**config.mk**
```make
export PLATFORM = sky130hd
export DESIGN_NAME = onehot_step_decoder
export DESIGN_NICKNAME = d
export VERILOG_FILES = /design/src/rtl/onehot_step_decoder.sv
export SDC_FILE = /design/constraint.sdc
export NUM_CORES = 1
export LEC_CHECK = 0
export BUFFER_PORTS_ARGS = -buffer_cell sky130_fd_sc_hd__buf_2
export CAP_MARGIN = 20
export CORE_MARGIN = 1.5
export CORE_UTILIZATION = 25
export CTS_CLUSTER_DIAMETER = 150
export DETAILED_ROUTE_END_ITERATION = 10
export PLACE_DENSITY_LB_ADDON = 0.08
export SLEW_MARGIN = 40
export SYNTH_ARGS = -nofsm -noshare
export SYNTH_HDL_FRONTEND = slang
export SYNTH_SLANG_ARGS = --single-unit
export TNS_END_PERCENT = 20
```
**constraint.sdc**
```tcl
create_clock -name clk -period 1.6 [get_ports clk]
set_input_delay 0.16 -clock clk [delete_from_list [all_inputs] [get_ports clk]]
set_output_delay 0.16 -clock clk [all_outputs]
set_load 0.1 [all_outputs]
```
**src/rtl/onehot_step_decoder.sv**
```systemverilog
// Registered step counter with a one-hot decode of the count, used for T-state timing
// and registered select strobes. Every output comes straight from a flop.
module onehot_step_decoder #(
    parameter int unsigned AW   = 4,
    parameter int unsigned LAST = 2 ** AW - 1
) (
    input  logic                 clk,
    input  logic                 rst,
    input  logic                 clr,
    input  logic                 load,
    input  logic [AW-1:0]        A,
    input  logic                 step,
    input  logic                 E,
    output logic [(2**AW)-1:0]   D,
    output logic [AW-1:0]        cnt,
    output logic                 wrap,
    output logic                 err
);

    localparam int unsigned NOUT = 2 ** AW;
    localparam logic [AW-1:0] LASTV = AW'(LAST);

    logic [AW-1:0]   cnt_q, cnt_d;
    logic [NOUT-1:0] d_q, d_d;
    logic            wrap_q, wrap_d;
    logic            err_q, err_d;

    always_comb begin
        cnt_d  = cnt_q;
        wrap_d = 1'b0;
        err_d  = err_q;
        if (clr) begin
            cnt_d = '0;
        end else if (load) begin
            // Out-of-range loads saturate at the terminal step and flag the attempt.
            if (A > LASTV) begin
                cnt_d = LASTV;
                err_d = 1'b1;
            end else begin
                cnt_d = A;
            end
        end else if (step) begin
            if (cnt_q == LASTV) begin
                cnt_d  = '0;
                wrap_d = 1'b1;
            end else begin
                cnt_d = cnt_q + 1'b1;
            end
        end
    end

    // Decode the next count so D and cnt change on the same edge.
    always_comb begin
        d_d = '0;
        if (E) begin
            d_d[cnt_d] = 1'b1;
        end
    end

    always_ff @(posedge clk or posedge rst) begin
        if (rst) begin
            cnt_q  <= '0;
            d_q    <= '0;
            wrap_q <= 1'b0;
            err_q  <= 1'b0;
        end else begin
            cnt_q  <= cnt_d;
            d_q    <= d_d;
            wrap_q <= wrap_d;
            err_q  <= err_d;
        end
    end

    assign cnt  = cnt_q;
    assign D    = d_q;
    assign wrap = wrap_q;
    assign err  = err_q;

endmodule

```
Yosys cells after proc, flatten, opt, wreduce, memory -nomap -nowiden
Cells that the tools add are included.
- bits in registers: 22
- ROM bits: 0
- word-level logic and storage cells: 24
- memories: 0
- memory bits (writable): 0
- bits in latches: 0
- shift operators: 0
- reduce and logical (&&, ||, !) cells: 2
- equal/unequal tests: 1
- add/subtract/negate cells: 1
- multiply operators: 0
- $lt $le $gt $ge: 3
- divide/modulo/power cells: 0
- bitwise logic cells: 1
- multiplexer cells: 12
- operators with widths (kind ; number):
    4-bit two-way mux ; 5
    16-bit two-way mux ; 1
    4-bit by 5-bit < comparator with 1-bit output, second input constant ; 1
    1-bit two-way mux ; 5
    4-bit by 1-bit adder with 4-bit output, second input constant ; 1
    1-bit demux with 4-bit select ; 1
    4-bit == test, second input constant ; 1
    4-bit by 1-bit >= comparator with 1-bit output, second input constant ; 1
    4-bit > comparator, second input constant ; 1
    3-bit AND reduction ; 1
    1-bit logical AND ; 1
    1-bit inverter ; 1

Logic depth before layout (Yosys ltp)
Gate-level depths: netlist of run 1.
- word-level depth: 10
- mapped depth: 6
- gate-level depth less buffers: 6

Worst setup path after synthesis of run 1
No wires, ideal clock.
- kind: flip-flop to flip-flop
- start point: reg cnt_q[0] (netlist: cnt[0])
- end point: reg d_q[4] (netlist: D[4])
- clock period less this slack: 2.266 ns
- path slack: -0.666 ns
- setup time: 0.073 ns
- stages on the path, launching flop included: 6
- data arrival time: 2.193 ns
- cells stage by stage: dfrtp_1 -> ha_1 -> mux2i_1 -> a211oi_2 -> or4_1 -> nor2_1
- cells in the longest elaborated chain, start to end: 10
- ends and longest elaborated chain (what ; line ; text):
    start, declared ; 23 ; logic [AW-1:0] cnt_q, cnt_d;
    start signal, assigned ; 67 ; cnt_q <= cnt_d;
    4-bit by 1-bit adder with 4-bit output or 4-bit == test (tied branches) ; 47, 43 ;
    4-bit two-way mux (*) ; 43 ; if (cnt_q == LASTV) begin
    4-bit two-way mux (*) ; 42 ; end else if (step) begin
    4-bit two-way mux (*) ; 34 ; end else if (load) begin
    4-bit two-way mux (*) ; 32 ; if (clr) begin
    named net cnt_d[1] ; 23 ;
    4-bit by 5-bit < comparator with 1-bit output (not written as such) or 4-bit by 1-bit >= comparator with 1-bit output (tied branches) ; 56 ; d_d[cnt_d] = 1'b1;
    1-bit logical AND (not written as such) ; 56 ;
    1-bit two-way mux (not written as such) ; 56 ;
    1-bit demux with 4-bit select (*) ; 56 ;
    16-bit two-way mux (*) ; 55 ; if (E) begin
    named net d_d[4] ; 24 ; logic [NOUT-1:0] d_q, d_d;
    end signal, assigned ; 63 ; d_q <= '0;
    end signal, assigned ; 68 ; d_q <= d_d;
    end, declared ; 24 ;
Mark *: on every way through the listed nets, which the timed path passes. The rest lies on a longest branch.
A chain may end at the register's enable or synchronous reset.

Worst setup path after layout of run 1
- start point: reg cnt_q[1] (netlist: cnt[1])
- end point: reg d_q[4] (netlist: D[4])
- cells in the longest elaborated chain, start to end: 10
- ends and longest elaborated chain (what ; line):
    4-bit by 1-bit adder with 4-bit output or 4-bit == test (tied branches) ; 47, 43
    4-bit two-way mux ; 43
    4-bit two-way mux (*) ; 42
    4-bit two-way mux (*) ; 34
    4-bit two-way mux (*) ; 32
    named net cnt_d[1] ; 23
    4-bit by 5-bit < comparator with 1-bit output (not written as such) or 4-bit by 1-bit >= comparator with 1-bit output (tied branches) ; 56
    1-bit logical AND (not written as such) ; 56
    1-bit two-way mux (not written as such) ; 56
    1-bit demux with 4-bit select (*) ; 56
    16-bit two-way mux (*) ; 55
    named net d_d[4] ; 24
Marked as above.

==> results of run 1 <==
[cell families after synthesis]
group                      synth area share [%]
other                                    0.4233
DFF                                       59.32
AOI/OAI and AO/OA                         6.214
muxes                                     2.260
xor gates and xnor gates                  1.978
adders and majority gates                 1.412
and+or+nand+nor                           23.16
buffers and inverters                     5.225
[routing by layer]
layer	up-vias	track usage, %	wire [um]
met4	0	2.500	13
li1	340	-	-
met3	2	4.144	117
met1	336	14.01	872
met2	21	18.01	936
met5	-	0	0
[critical path: cells and delay by family (launching register included)]
kind / cells / cell delay [ns]
muxes: 1 / 0.15
AOI/OAI and AO/OA: 1 / 0.10
and+or+nand+nor: 2 / 0.63
DFF: 1 / 0.51
adders and majority gates: 1 / 0.25
[worst max path at each step]
stage	end	cells after the start
after floorplan	D[4]	5
after global placement	D[4]	5
after detailed placement	D[4]	5
after CTS	D[4]	5
after global routing	D[4]	5
final	D[4]	5
[registers in the layout, indices dropped and copies added, names as in the netlist]
register,flops
D,16
cnt,4
wrap,1
[cell type report]
type                       instances  share of cell area (%)
timing repair buffer              40                   18.35
inverter                           6                   1.815
multi-input combinational         45                   29.74
clock buffer                       4                   2.117
sequential                        21                   43.35
tap                               46                   4.637
[through the flow]
step | worst slack (ns) | utilization (%) | TNS (ns) | hold slack [ns]
floorplan | -0.2245 | - | -1.689 | 0.1365
global placement | -0.1236 | 34.56 | -0.6677 | 0.1958
detailed placement | -0.1326 | 34.56 | -0.6671 | 0.1913
CTS | -0.1324 | 35.75 | -0.9008 | 0.08121
global route | -0.1899 | 36.90 | -1.824 | 0.09820
finish | -0.1133 | 36.90 | -0.4245 | 0.09738
[layout by cell type (no fill, tap or decap), types with 3 or more instances in the layout]
| cell type | instances |
|---|---|
| nand3_1 | 3 |
| clkbuf_4 | 3 |
| inv_1 | 6 |
| dfrtp_1 | 17 |
| dfrtp_4 | 3 |
| nor2_1 | 7 |
| buf_4 | 9 |
| nor3_1 | 7 |
| buf_2 | 30 |
[cell usage after synthesis (2+ instances only)]
cell type	number
a211oi_2	2
dfrtp_1	21
inv_1	6
mux2i_1	2
nand3_1	3
nand3b_1	2
nand4_1	2
nor2_1	9
nor2b_1	2
nor3_1	8
[report_power, final]
group | internal, mW | switching [mW]
Combinational | 0.0823 | 0.231
Clock | 0.0971 | 0.148
Sequential | 0.551 | 0.0114
[timing repair]
item,4_1_cts,5_1_grt
buffers inserted,0,0
hold endpoints to repair,11,0
endpoints found under the setup margin,12,17
hold buffers,1,0
pin swaps,3,2
gates resized for setup,1,8
==> impl_metrics.ini, run 1 <==
[synth]
syn_area_sq_um = 885.9
syn_inst = 75
ys_async_sr_fraction_pct = 100.0
synth_enable_flop_cells = 0
synth_cell_types = 28
avgSynthCellArea_sq_um = 11.81
synth-seq-cells = 21
yosys_warnings = 0
synth-main-ff-cell = dfrtp_1
yosysSeqAreaShare_pct = 59.32
synthesis.nets = 86
synth.area.top_cells = dfrtp_1, nor3_1, nor2_1, a211oi_2, inv_1
synth_top_cell_by_area = dfrtp_1
synth_top_area_share_pct = 59.32

[pwr]
power_mw = 1.121
ir_worst_vdd_mv = 0.4384
p_leak_nw = 0.6396
powerDensity_nw_per_um2 = 903.1

[clocking]
cts_buffers = 3
cts_tree = yes
ctsLongestPathBuffers = 2
root_buffer = clkbuf_4
clk-insertion-delay-late_ns = 0.30
cts_sinks = 21
clkTransAtPathRegs_ns = 0.11
htreeDepth = 1

[layout]
area_delta_synth_final_pct = 40.11
fin_area_sq_um = 1241
stdcell_count = 162
ff_latch_area_sq_um = 538.0
multi_input_area_sq_um = 369.1
drive_gt1_share_pct = 50.86
fill_cells = 376
diodes = 0
layout.nets = 128

[place]
gp_congestion = 0.7398
dpl_cell_area_sq_um = 1162
dpl.hpwl_um = 1557
place_inst = 157
io_buffers = 30

[worst_setup_path]
cp.arrival_ns = 1.95
crit_fanout = 7
required_ns = 1.83
timing.rr.end = D[4]
crit_slowest_cell = or4_4
reg2regPathDepth = 5
path_cells = ha_4, mux2i_4, a211oi_4, or4_4, nor2_2
r2r_slack_ns = -0.11
critPathLaunchType = flip-flop
cpPeakStageDelay_ns = 0.52
setup.worst_path.class = flip-flop to flip-flop
end_kind = flip-flop
r2r_start = cnt[1]
cp-startpoint = cnt[1]

[grt]
grt_max_degree = 13
grt_overflow_total = 0
track_usage_pct = 11.07
grt_pass1_wl_um = 3312
antenna_found_initial = 0
grt_pass1_vias = 695

[timing]
timing.final.ws_setup_ns = -0.1133
fin_crit_sh_pct = 107.1
fmax_mhz = 583.7
finalClockSkew_ns = 0.007963
rsz0062_at_grt = true
slew_violations = 0
min_period_ns = 1.713
finalHoldViolCount = 0
setup_viol = 8

[drt]
wire_per_inst_um = 11.96
drt_iter0_drc = 9
dr_total_vias = 699
drc_errors = 0
antenna_left = 0
routed_wl_um = 1938
via_per_inst = 4.315
dr.pass1.iters = 4

[floorplanning]
io_pins = 32
core_region_area_sq_um = 3363
die_h_um = 62.53
initial_core_util_pct = 26.34
rows = 21
die_area_sq_um = 3909
die-width_um = 62.53

[hold_path]
whs_path_depth = 2
min-delay-start = load
hold_end = wrap
hp-class = primary input to flip-flop

[run_status]
status = finished with violations
violations = negative setup slack

[run]
maxCapViolCount = 0
Power figures use the tool's default switching activity.
==> inputs of run 2 (changes only) <==
--- a/config.mk
+++ b/config.mk
@@ -5,6 +5,7 @@
 export SDC_FILE = /design/constraint.sdc
 export NUM_CORES = 1
 export LEC_CHECK = 0
+export ABC_AREA = 1
 export BUFFER_PORTS_ARGS = -buffer_cell sky130_fd_sc_hd__buf_2
 export CAP_MARGIN = 20
 export CORE_MARGIN = 1.5
==> run 2 against run 1 <==
  * The run now ends clean
  * Combinational power shrank 23%
  * Synthesized cell count grew 17%
  * Largest power group unchanged
  * Critical endpoint is now D[11]
  * Via count decreased by 3.0%
  * Critical path type unchanged
==> impl_metrics.ini, run 2 <==
[run_status]
status = finished clean

[floorplanning]
rows = 20
die-width_um = 61.34
io_pins = 32
die_area_sq_um = 3762
die_h_um = 61.34
initial_core_util_pct = 26.98
core_region_area_sq_um = 3153

[layout]
final_core_util_pct = 35.08
diodes = 0
drive_gt1_share_pct = 39.84
stdcell_count = 167
final_common_cell = buf_2
area_delta_synth_final_pct = 30.00
ff_latch_area_sq_um = 530.5
multi_input_area_sq_um = 276.5
fill_cells = 364
largest_reg_flops = 16
layout.nets = 135
final_cell_mix = buf_2, nor2_1, dfrtp_1

[timing]
rsz0062_at_grt = false
setup_viol = 0
finalClockSkew_ns = 0.005180
setup_tns_ns = 0
finalHoldViolCount = 0
fin_crit_sh_pct = 90.78
slew_violations = 0
fmax_mhz = 688.5
min_period_ns = 1.452

[clocking]
root_buffer = clkbuf_4
clkTransAtPathRegs_ns = 0.12
cts_tree = yes
cts_setup_buffers = 0
clk-insertion-delay-late_ns = 0.30
cts_buffers = 3
ctsLongestPathBuffers = 2
cts_sinks = 21
htreeDepth = 1

[worst_setup_path]
path_cells = ha_1, a21o_2, nand4_1, nand2_2, inv_1, nand3_2, nor2_1
required_ns = 1.84
cp.arrival_ns = 1.69
crit_buf_inv = 1
crit_fanout = 4
critPathLaunchType = flip-flop
crit_slowest_cell = dfrtp_2
setup.worst_path.class = flip-flop to flip-flop
cpPeakStageDelay_ns = 0.45
crit_family = flip-flops
end_kind = flip-flop

[synth]
synth_top_cell_by_area = dfrtp_1
yosysMostFrequentCell = nor2_1
synth.top_cells.by_count = nor2_1, dfrtp_1, inv_1
syn_inst = 88
synth_cell_types = 16
synthesis.nets = 99
syn_area_sq_um = 850.8
avgSynthCellArea_sq_um = 9.668
yosysSeqAreaShare_pct = 61.76
synth-main-ff-cell = dfrtp_1
synth_top_area_share_pct = 61.76
synth_enable_flop_cells = 0
synth.area.top_cells = dfrtp_1, nor2_1, inv_1, nand2_1, nand2_2
ys_async_sr_fraction_pct = 100.0
yosys_warnings = 0
synth-seq-cells = 21

[grt]
grt_pass1_vias = 687
track_usage_pct = 11.65
antenna_found_initial = 0
grt_max_degree = 22
grt_pass1_wl_um = 3105
grt_overflow_total = 0

[drt]
drt_iter0_drc = 11
drc_errors = 0
dr.pass1.iters = 3
dr_total_vias = 678
routed_wl_um = 1970
antenna_left = 0
via_per_inst = 4.060
wire_per_inst_um = 11.80

[place]
io_buffers = 30
dpl.hpwl_um = 1448
place_inst = 162
gp_congestion = 0.6694

[pwr]
pwr-share-seq_pct = 52.6
swShare_pct = 35.26
p_int_mw = 0.6849
powerDensity_nw_per_um2 = 956.5
combinationalPowerShare_pct = 22.7
ir_worst_vdd_mv = 0.4769
p_sw_mw = 0.3731
power_mw = 1.058
p_leak_nw = 0.6301
clkPwrFrac_pct = 24.7

[hold_path]
hp-class = primary input to flip-flop

[run]
maxCapViolCount = 0
[run 2: area by class of cell]
class,count,share of cell area (%)
Tap cell,44,4.977
Clock inverter,1,0.4525
Clock buffer,3,2.036
Sequential cell,21,47.96
Timing Repair Buffer,32,15.16
Inverter,13,4.412
Multi-Input combinational cell,53,25.00
[run 2: worst paths after layout]
path,end,cells past startpoint,slack (ns),from
min,wrap,2,0.03,clr
min reg2reg,wrap,2,0.63,cnt[3]
min in group asynchronous,cnt[0],4,0.41,rst
max reg2reg,D[11],7,0.15,cnt[0]
max in group asynchronous,cnt[1],4,0.96,rst
max,D[11],7,0.15,cnt[0]
[run 2: metal layers]
layer	up-vias	GRT usage, %	part of all wire, %	wire length [um]
li1	337	-	-	-
met1	321	16.09	48	945
met2	18	17.78	46	906
met3	2	2.731	5.3	105
met4	0	4.559	0.61	12
met5	-	0	0	0
[run 2: timing repair]
action	CTS	global route
endpoints found under the hold margin	21	0
hold buffers	1	0
setup endpoints to repair	0	5
gates resized for setup	0	2
[run 2: kinds of logic after synthesis]
kind of cell	count (synthesis)	share of synthesized area [%]
AO/OA/AOI/OAI	5	5.295
adder cells (fa/ha/maj)	1	1.470
buffers and inverters	14	6.618
flip-flops	21	61.76
other	1	0.4408
AND/OR/NAND/NOR	46	24.41
[run 2: power groups by stage]
| stage | registers [mW] | logic (mW) | clock network (mW) |
|---|---|---|---|
| floorplan | 0.677 | 0.0773 | 0 |
| global placement | 0.567 | 0.240 | 0 |
| detailed placement | 0.567 | 0.239 | 0 |
| CTS | 0.557 | 0.242 | 0.279 |
| global route | 0.559 | 0.258 | 0.302 |
| finish | 0.557 | 0.240 | 0.261 |
[run 2: stage by stage]
stage               hold WS [ns]  setup WS (ns)  instance area, sq um
floorplan                 0.1362       0.001042                 855.8
global placement          0.2044         0.1315                  1061
detailed placement        0.2115         0.1218                  1061
CTS                      0.01593        0.07492                  1099
global route             0.01621        0.02911                  1106
finish                   0.03307         0.1476                  1106
[run 2: worst reg2reg max path, stage by stage (launching register included)]
cell and delay [ns]:
dfrtp_2 0.45, ha_1 0.24, a21o_2 0.19, nand4_1 0.08, nand2_2 0.10, inv_1 0.11, nand3_2 0.11, nor2_1 0.11
